File: config.mk
export PLATFORM = sky130hd
export DESIGN_NAME = spike_out_pktzr
export DESIGN_NICKNAME = d
export VERILOG_FILES = /design/src/rtl/spike_out_pktzr.sv
export SDC_FILE = /design/constraint.sdc
export NUM_CORES = 1
export LEC_CHECK = 0
export BUFFER_PORTS_ARGS = -buffer_cell sky130_fd_sc_hd__buf_4
export CORE_MARGIN = 3
export CORE_UTILIZATION = 45
export CTS_CLUSTER_SIZE = 40
export DETAILED_ROUTE_END_ITERATION = 8
export PLACE_DENSITY = 0.73
export SLEW_MARGIN = 10
export SYNTH_ARGS = -nofsm -noshare
export SYNTH_HDL_FRONTEND = slang
export SYNTH_SLANG_ARGS = --single-unit
File: constraint.sdc
create_clock -name clk_i -period 2.97 [get_ports clk_i]
set_input_delay 0.7425 -clock clk_i [delete_from_list [all_inputs] [get_ports clk_i]]
set_output_delay 0.7425 -clock clk_i [all_outputs]
set_load 0.02 [all_outputs]
File: src/rtl/spike_out_pktzr.sv
// Spike output packetizer: queues neuron spike events stamped {ts, core_id, nurn}
// and hands them to the local router port over valid/ready, flagging timestep completion.
module spike_out_pktzr #(
    parameter int NUM_NURNS          = 4,
    parameter int NURN_CNT_BIT_WIDTH = 2,
    parameter int CORE_ID_W          = 4,
    parameter int TS_W               = 4,
    parameter int FIFO_DEPTH         = 4,
    parameter int FIFO_AW            = 2,
    localparam int PKT_W             = TS_W + CORE_ID_W + NURN_CNT_BIT_WIDTH
) (
    input  logic                          clk_i,
    input  logic                          rst_n_i,
    input  logic                          tick_i,
    input  logic                          spk_vld_i,
    input  logic [NURN_CNT_BIT_WIDTH-1:0] spk_nurn_i,
    input  logic                          step_done_i,
    input  logic [CORE_ID_W-1:0]          core_id_i,
    output logic [PKT_W-1:0]              pkt_o,
    output logic                          pkt_vld_o,
    input  logic                          pkt_rdy_i,
    output logic                          done_o,
    output logic                          ovf_o,
    output logic                          err_o
);

    typedef enum logic [1:0] {IDLE, COLLECT, DRAIN, DONE} state_t;

    state_t                state_q, state_d;
    logic [TS_W-1:0]       ts_q;
    logic [PKT_W-1:0]      mem [FIFO_DEPTH];
    logic [FIFO_AW-1:0]    wr_ptr, rd_ptr;
    logic [FIFO_AW:0]      cnt;

    logic                  push, pop_out, out_free, fifo_empty, fifo_full;
    logic                  bypass, fifo_pop, fifo_push, drop, queue_empty;
    logic                  nurn_bad;
    logic [31:0]           nurn_ext;
    logic [PKT_W-1:0]      entry;

    assign entry      = {ts_q, core_id_i, spk_nurn_i};
    assign push       = spk_vld_i && (state_q == COLLECT);
    assign pop_out    = pkt_vld_o && pkt_rdy_i;
    assign out_free   = !pkt_vld_o || pop_out;
    assign fifo_empty = (cnt == '0);
    assign fifo_full  = (cnt == (FIFO_AW+1)'(FIFO_DEPTH));
    // A spike skips the FIFO only when nothing older is waiting ahead of it.
    assign bypass     = push && out_free && fifo_empty;
    assign fifo_pop   = out_free && !fifo_empty;
    assign fifo_push  = push && !bypass && (!fifo_full || fifo_pop);
    assign drop       = push && !bypass && fifo_full && !fifo_pop;
    assign queue_empty = !pkt_vld_o && fifo_empty;
    assign done_o     = (state_q == DONE);

    assign nurn_ext   = 32'(spk_nurn_i);
    assign nurn_bad   = spk_vld_i && (nurn_ext >= 32'(NUM_NURNS));

    always_comb begin
        state_d = state_q;
        case (state_q)
            IDLE:    if (tick_i) state_d = COLLECT;
            COLLECT: begin
                if (tick_i)
                    state_d = COLLECT;
                else if (step_done_i)
                    state_d = (queue_empty && !spk_vld_i) ? DONE : DRAIN;
            end
            DRAIN: begin
                if (tick_i)
                    state_d = COLLECT;
                else if (queue_empty)
                    state_d = DONE;
            end
            DONE:    if (tick_i) state_d = COLLECT;
            default: state_d = IDLE;
        endcase
    end

    always_ff @(posedge clk_i or negedge rst_n_i) begin
        if (!rst_n_i) begin
            state_q <= IDLE;
            ts_q    <= '0;
            ovf_o   <= 1'b0;
            err_o   <= 1'b0;
        end else begin
            state_q <= state_d;
            if (tick_i)
                ts_q <= ts_q + 1'b1;
            if (drop)
                ovf_o <= 1'b1;
            if ((spk_vld_i && state_q != COLLECT) || nurn_bad ||
                (tick_i && (state_q == COLLECT || state_q == DRAIN)))
                err_o <= 1'b1;
        end
    end

    // Output register: refill from FIFO head on the accepting edge keeps 1 pkt/cycle.
    always_ff @(posedge clk_i or negedge rst_n_i) begin
        if (!rst_n_i) begin
            pkt_o     <= '0;
            pkt_vld_o <= 1'b0;
        end else if (fifo_pop) begin
            pkt_o     <= mem[rd_ptr];
            pkt_vld_o <= 1'b1;
        end else if (bypass) begin
            pkt_o     <= entry;
            pkt_vld_o <= 1'b1;
        end else if (pop_out) begin
            pkt_vld_o <= 1'b0;
        end
    end

    always_ff @(posedge clk_i or negedge rst_n_i) begin
        if (!rst_n_i) begin
            wr_ptr <= '0;
            rd_ptr <= '0;
            cnt    <= '0;
        end else begin
            if (fifo_push)
                wr_ptr <= wr_ptr + 1'b1;
            if (fifo_pop)
                rd_ptr <= rd_ptr + 1'b1;
            case ({fifo_push, fifo_pop})
                2'b10:   cnt <= cnt + 1'b1;
                2'b01:   cnt <= cnt - 1'b1;
                default: cnt <= cnt;
            endcase
        end
    end

    always_ff @(posedge clk_i) begin
        if (fifo_push)
            mem[wr_ptr] <= entry;
    end

endmodule

# Word level (Yosys, flattened, before mapping)
# Memory sizes are Yosys's and may differ from the RTL's.
# Index checks and enable logic that the tools add are counted.
dict set report classes {
  reduce_logical 32
  eq_ne 10
  addsub 5
  n_lt_le_gt_ge 1
  mux 15
}
# cell n
set op_table {}
lappend op_table {{$mux W10} 2}
lappend op_table {{$logic_and A1 B1 Y1} 14}
lappend op_table {{$mux W2} 5}
lappend op_table {{$eq A2 B2 Y1 const B} 3}
lappend op_table {{$logic_not A1 Y1} 6}
lappend op_table {{$mux W1} 6}
lappend op_table {{$ne A3 B3 Y1 const B} 2}
lappend op_table {{$pmux W2 S3} 1}
lappend op_table {{$pmux W3 S2} 1}
lappend op_table {{$logic_or A1 B1 Y1} 5}
lappend op_table {{$add A2 B1 Y2 const B} 2}
lappend op_table {{$add A4 B1 Y4 const B} 1}
lappend op_table {{$eq A2 B1 Y1 const B} 2}
lappend op_table {{$ne A2 B1 Y1 const B} 2}
lappend op_table {{$reduce_bool A2 Y1} 2}
lappend op_table {{$add A3 B1 Y3 const B} 1}
lappend op_table {{$eq A3 B3 Y1 const B} 1}
lappend op_table {{$ge A2 B3 Y1 const B} 1}
lappend op_table {{$logic_not A3 Y1} 1}
lappend op_table {{$reduce_and A3 Y1} 1}
lappend op_table {{$reduce_bool A3 Y1} 1}
lappend op_table {{$sub A3 B1 Y3 const B} 1}
lappend op_table {{$logic_not A2 Y1} 1}
lappend op_table {{$reduce_or A2 Y1} 1}
dict set report word_totals {
  ram_bits 40
  n_memories 1
  output_inout_bits 14
  in_bits 12
  reg_bits 26
}
# memory words word_bits rd rd_clocked_by_memory_dff wr line_no
set mem_list {}
lappend mem_list {mem 4 10 1 0 1 31} ;# logic [PKT_W-1:0] mem [FIFO_DEPTH];

# Depth between registers and ports, before layout
dict set report depth {
  ltp_word 9
  depth_mapped 9
  depth_no_buf 8
}

# Worst setup path before layout
# No wires, ideal clock.
dict set report synth_timing {
  path_type {input port to flip-flop}
  startpoint {in pkt_rdy_i}
  endpoint {reg cnt[2]}
  setup_slack_ns 0.444
  setup_ns 0.139
  arrival_ns 2.387
  path_stages 8
  t_required_ns 2.831
  path_buffers 2
  path_cell_list {nor2b_1 > buf_2 > or2_0 > clkbuf_1 > nor2_1 > fa_1 > o311ai_0 > o21ai_0}
}
dict set report synth_between {
  elab_chain_len 9
  word_cells_on_any_way 13
  cone_classes {2 x eq/ne; 1 x mux; 10 x reduce/logical}
}
# element line_no
set synth_rtl {}
lappend synth_rtl {{start: declaration} 21} ;# input logic pkt_rdy_i,
lappend synth_rtl {{$logic_and A1 B1 Y1 *} 43} ;# assign pop_out = pkt_vld_o && pkt_rdy_i;
lappend synth_rtl {{$logic_or A1 B1 Y1 *} 44} ;# assign out_free = !pkt_vld_o || pop_out;
lappend synth_rtl {{$logic_and A1 B1 Y1 (2 in a row)} 48} ;# assign bypass = push && out_free && fifo_empty;
lappend synth_rtl {{$logic_not A1 Y1} 50} ;# assign fifo_push = push && !bypass && (!fifo_full || fifo_pop);
lappend synth_rtl {{$logic_and A1 B1 Y1 (2 in a row)} 50}
lappend synth_rtl {{$eq A2 B1 Y1 or $eq A2 B2 Y1 (tied branches)} 123} ;# case ({fifo_push, fifo_pop})
lappend synth_rtl {{$pmux W3 S2 or $reduce_bool A2 Y1 (tied branches)} --}
lappend synth_rtl {{end signal: assignment} 124} ;# 2'b10: cnt <= cnt + 1'b1;
lappend synth_rtl {{end signal: assignment} 125} ;# 2'b01: cnt <= cnt - 1'b1;
lappend synth_rtl {{end signal: assignment} 126} ;# default: cnt <= cnt;
lappend synth_rtl {{end: declaration} 33} ;# logic [FIFO_AW:0] cnt;
# Mark *: on every way between the ends. The rest lies on a longest branch, timed or not.
# A chain may end at the register's enable or synchronous reset.

# Final worst setup path
dict set report layout_timing {
  startpoint {reg state_q[1]}
  endpoint {mem mem[2][3] (netlist name) (enable)}
}
dict set report layout_between {
  elab_chain_len 9
}
# element line_no
set layout_rtl {}
lappend layout_rtl {{start: declaration} 29} ;# state_t state_q, state_d;
lappend layout_rtl {{start signal: assignment} 86} ;# state_q <= state_d;
lappend layout_rtl {{$eq A2 B1 Y1 *} 42} ;# assign push = spk_vld_i && (state_q == COLLECT);
lappend layout_rtl {{$logic_and A1 B1 Y1 *} 42}
lappend layout_rtl {{$logic_and A1 B1 Y1 (2 in a row)} 48}
lappend layout_rtl {{$logic_not A1 Y1} 50}
lappend layout_rtl {{$logic_and A1 B1 Y1 * (2 in a row)} 50}
lappend layout_rtl {{$mux W1 *} 132} ;# if (fifo_push)
lappend layout_rtl {{$mux W1 (not written as such) *} 133} ;# mem[wr_ptr] <= entry;
lappend layout_rtl {{end: declaration} 31}
# Marked as above.

==> run summary <==
Main synth FF type -> edfxtp_1
first-pass GRT wire length -> 7990 um
clk_skew -> 0.00691 ns
global routing's busiest layer -> met2
Final Critical Period -> 2.23 ns
hold buffers post-CTS -> 0
asr flop ratio synth -> 0.394
Site Rows -> 28
RePlAce Congestion -> 0.777
Synth Register Bits -> 66
clk buf depth -> 2
core region area -> 6030 sq um
Initial DRC Count -> 78
drt first pass iters -> 4
CTS root buf -> clkbuf_8
multi-input combinational cell area -> 916 sq um
Leakage -> 1.23 nW
GRT overflow -> 0
Worst-path clk slew -> 0.07 ns
vias -> 1528
initial antenna violation count -> 0
die width -> 85.4 um
PD cells -> 1010 nW/um^2
Finish-stage setup viols -> 0
fmax -> 0.449 GHz
pre-CTS setup slack -> 0.477 ns
M3 GR Usage -> 0.0379
htree depth -> 3
Worst Max-Slew Pin Slew -> 0.712 ns
status -> complete, no violations
Starting Density -> 0.471
CTS tree -> yes
Synth area leaders -> edfxtp_1 42%, dfrtp_1 23%, mux4_2 7.9%
fin crit share -> 0.751
I/O pins -> 26
syn nets -> 206
Routed wire per std cell -> 16.1 um
CP Class -> reg -> reg
share of layout cells above drive strength 1 -> 0.251
synth-to-layout area growth -> 14.4%
CP Capture Type -> register
total CTS buffers -> 9
Avg Synthesized Cell Area -> 15.4 sq um
Pins Over Slew Limit -> 0
Hold Fails Final Rpt -> 0
grt met1 use -> 0.194
CP arrival -> 2.19 ns
Clk Latency, worst-skew pair -> 0.33 ns
Post-CTS Setup Bufs -> 0
total clock sinks -> 66
ANT cells -> 0
Hold WC Path Type -> in -> async
post-layout util -> 0.539
flop2flop setup slack -> 0.74 ns
register area share after synthesis -> 0.652
Post-Route WL -> 4730 um
largest net degree at the start of global routing -> 27
count of different cell masters after synthesis -> 36
Die Y -> 85.4 um
Setup crit start kind -> register
vias in the first global route -> 1577
worst hold slack -> 0.330 ns
Global Route met2 Usage -> 0.227
Final HPWL DP -> 3200 um
final net count -> 236
final setup margin -> 0.740 ns
Overall Global Routing Usage -> 0.145
setup total negative slack -> 0 ns
Synth top area share -> 0.423
Max-slew headroom -> 0.525
Yosys top cell by area -> edfxtp_1
IO buf count -> 25
Final Cell Area -> 3250 sq um
RSZ-0062 raised after global routing -> false
Synth Instances -> 184
CP Max Fanout -> 10
Max VDD drop -> 403 uV
CTS resizes -> 0
post-synth design cell area -> 2840 sq um
EDFF count, synth -> 40
Filler Cells Inserted -> 520
FF+latch area -> 1850 sq um
Final ANT Viol Nets -> 0
Ys Warns -> 0
Die Area -> 7300 sq um
Via density -> 5.20
Post-route DRC -> 0
max_cap viols -> 0
WP data required -> 2.94 ns
DP Area -> 3090 sq um
==> routing by layer <==
layer | vias up | share of wire
li1 | 733 | -
met1 | 771 | 0.46
met2 | 18 | 0.49
met3 | 6 | 0.032
met4 | 0 | 0.010
met5 | - | 0
==> cells in the mapped netlist (all sizes together), types with 2 or more instances <==
library cell  number
edfxtp            40
a21oi             14
xnor2              8
inv                8
mux4              10
clkbuf             4
ha                 9
a211oi             2
mux2i             10
nand2              4
dfrtp             26
o21ai              2
mux2               2
a221oi             2
and2               5
buf                4
nor2              19
nor3               2
==> sequential cells by signal, summed over array words and instances (netlist names) <==
name	cells
wr_ptr	2
pkt_vld_o	1
state_q	2
mem	40
ovf_o	1
err_o	1
cnt	3
rd_ptr	2
ts_q	4
pkt_o	10
==> logic make-up after synthesis <==
logic type | Yosys count | share of synthesized area
and+or+nand+nor | 38 | 0.0692
xor gates and xnor gates | 9 | 0.0278
muxes | 22 | 0.123
AOI/OAI and AO/OA | 23 | 0.0564
DFF | 66 | 0.652
buffers and inverters | 16 | 0.0251
adders and majority gates | 10 | 0.0467
==> power breakdown <==
| part | internal (W) | switching, W |
|---|---|---|
| sequential | 0.00129 | 0.000272 |
| clock | 0.000292 | 0.000302 |
| combinational | 0.000563 | 0.000571 |
==> critical path, stage by stage (launching register included) <==
cell and delay (ns):
dfrtp_1 0.42, inv_1 0.09, ha_1 0.27, nand2_1 0.18
a21oi_1 0.40, and2_1 0.51
==> per-stage QoR <==
stage                     instances  power [W]
after floorplan                 184    0.00238
after global placement          278    0.00269
after detailed placement        278    0.00273
after CTS                       294    0.00333
after global routing            294    0.00353
final                           294    0.00329
==> path summary, 6_finish.rpt <==
kind,startpoint,end,depth (start not counted)
worst max register to register,state_q[1],mem[2][3],5
max in group asynchronous,rst_n_i,pkt_o[7],1
min in group clk_i,ovf_o,ovf_o,1
worst max-delay path,state_q[1],mem[2][3],5
worst min register to register,ovf_o,ovf_o,1
worst min-delay path,rst_n_i,pkt_o[9],1
==> final cells by class <==
| class | count | share of cell area |
|---|---|---|
| well taps | 75 | 0.0289 |
| inverters | 8 | 0.00925 |
| clock buffers | 11 | 0.0405 |
| flip-flops and latches | 66 | 0.570 |
| multi-input cells | 102 | 0.282 |
| clock inverters | 5 | 0.00655 |
| repair buffers | 27 | 0.0624 |
==> placed cells by master (no fill, tap or decap), types with 2 or more instances in the layout <==
| cell | instances |
|---|---|
| a21oi_1 | 14 |
| and2_1 | 4 |
| buf_4 | 27 |
| clkbuf_1 | 2 |
| clkbuf_8 | 9 |
| clkinv_1 | 3 |
| clkinv_2 | 2 |
| dfrtp_1 | 26 |
| edfxtp_1 | 40 |
| ha_1 | 9 |
| inv_1 | 8 |
| mux2_2 | 2 |
| mux2i_1 | 10 |
| mux4_2 | 10 |
| nand2_1 | 4 |
| nor2_1 | 18 |
| nor3_1 | 2 |
| o21ai_0 | 2 |
| xnor2_1 | 8 |
Note: power is estimated with default switching activity, not from simulation.
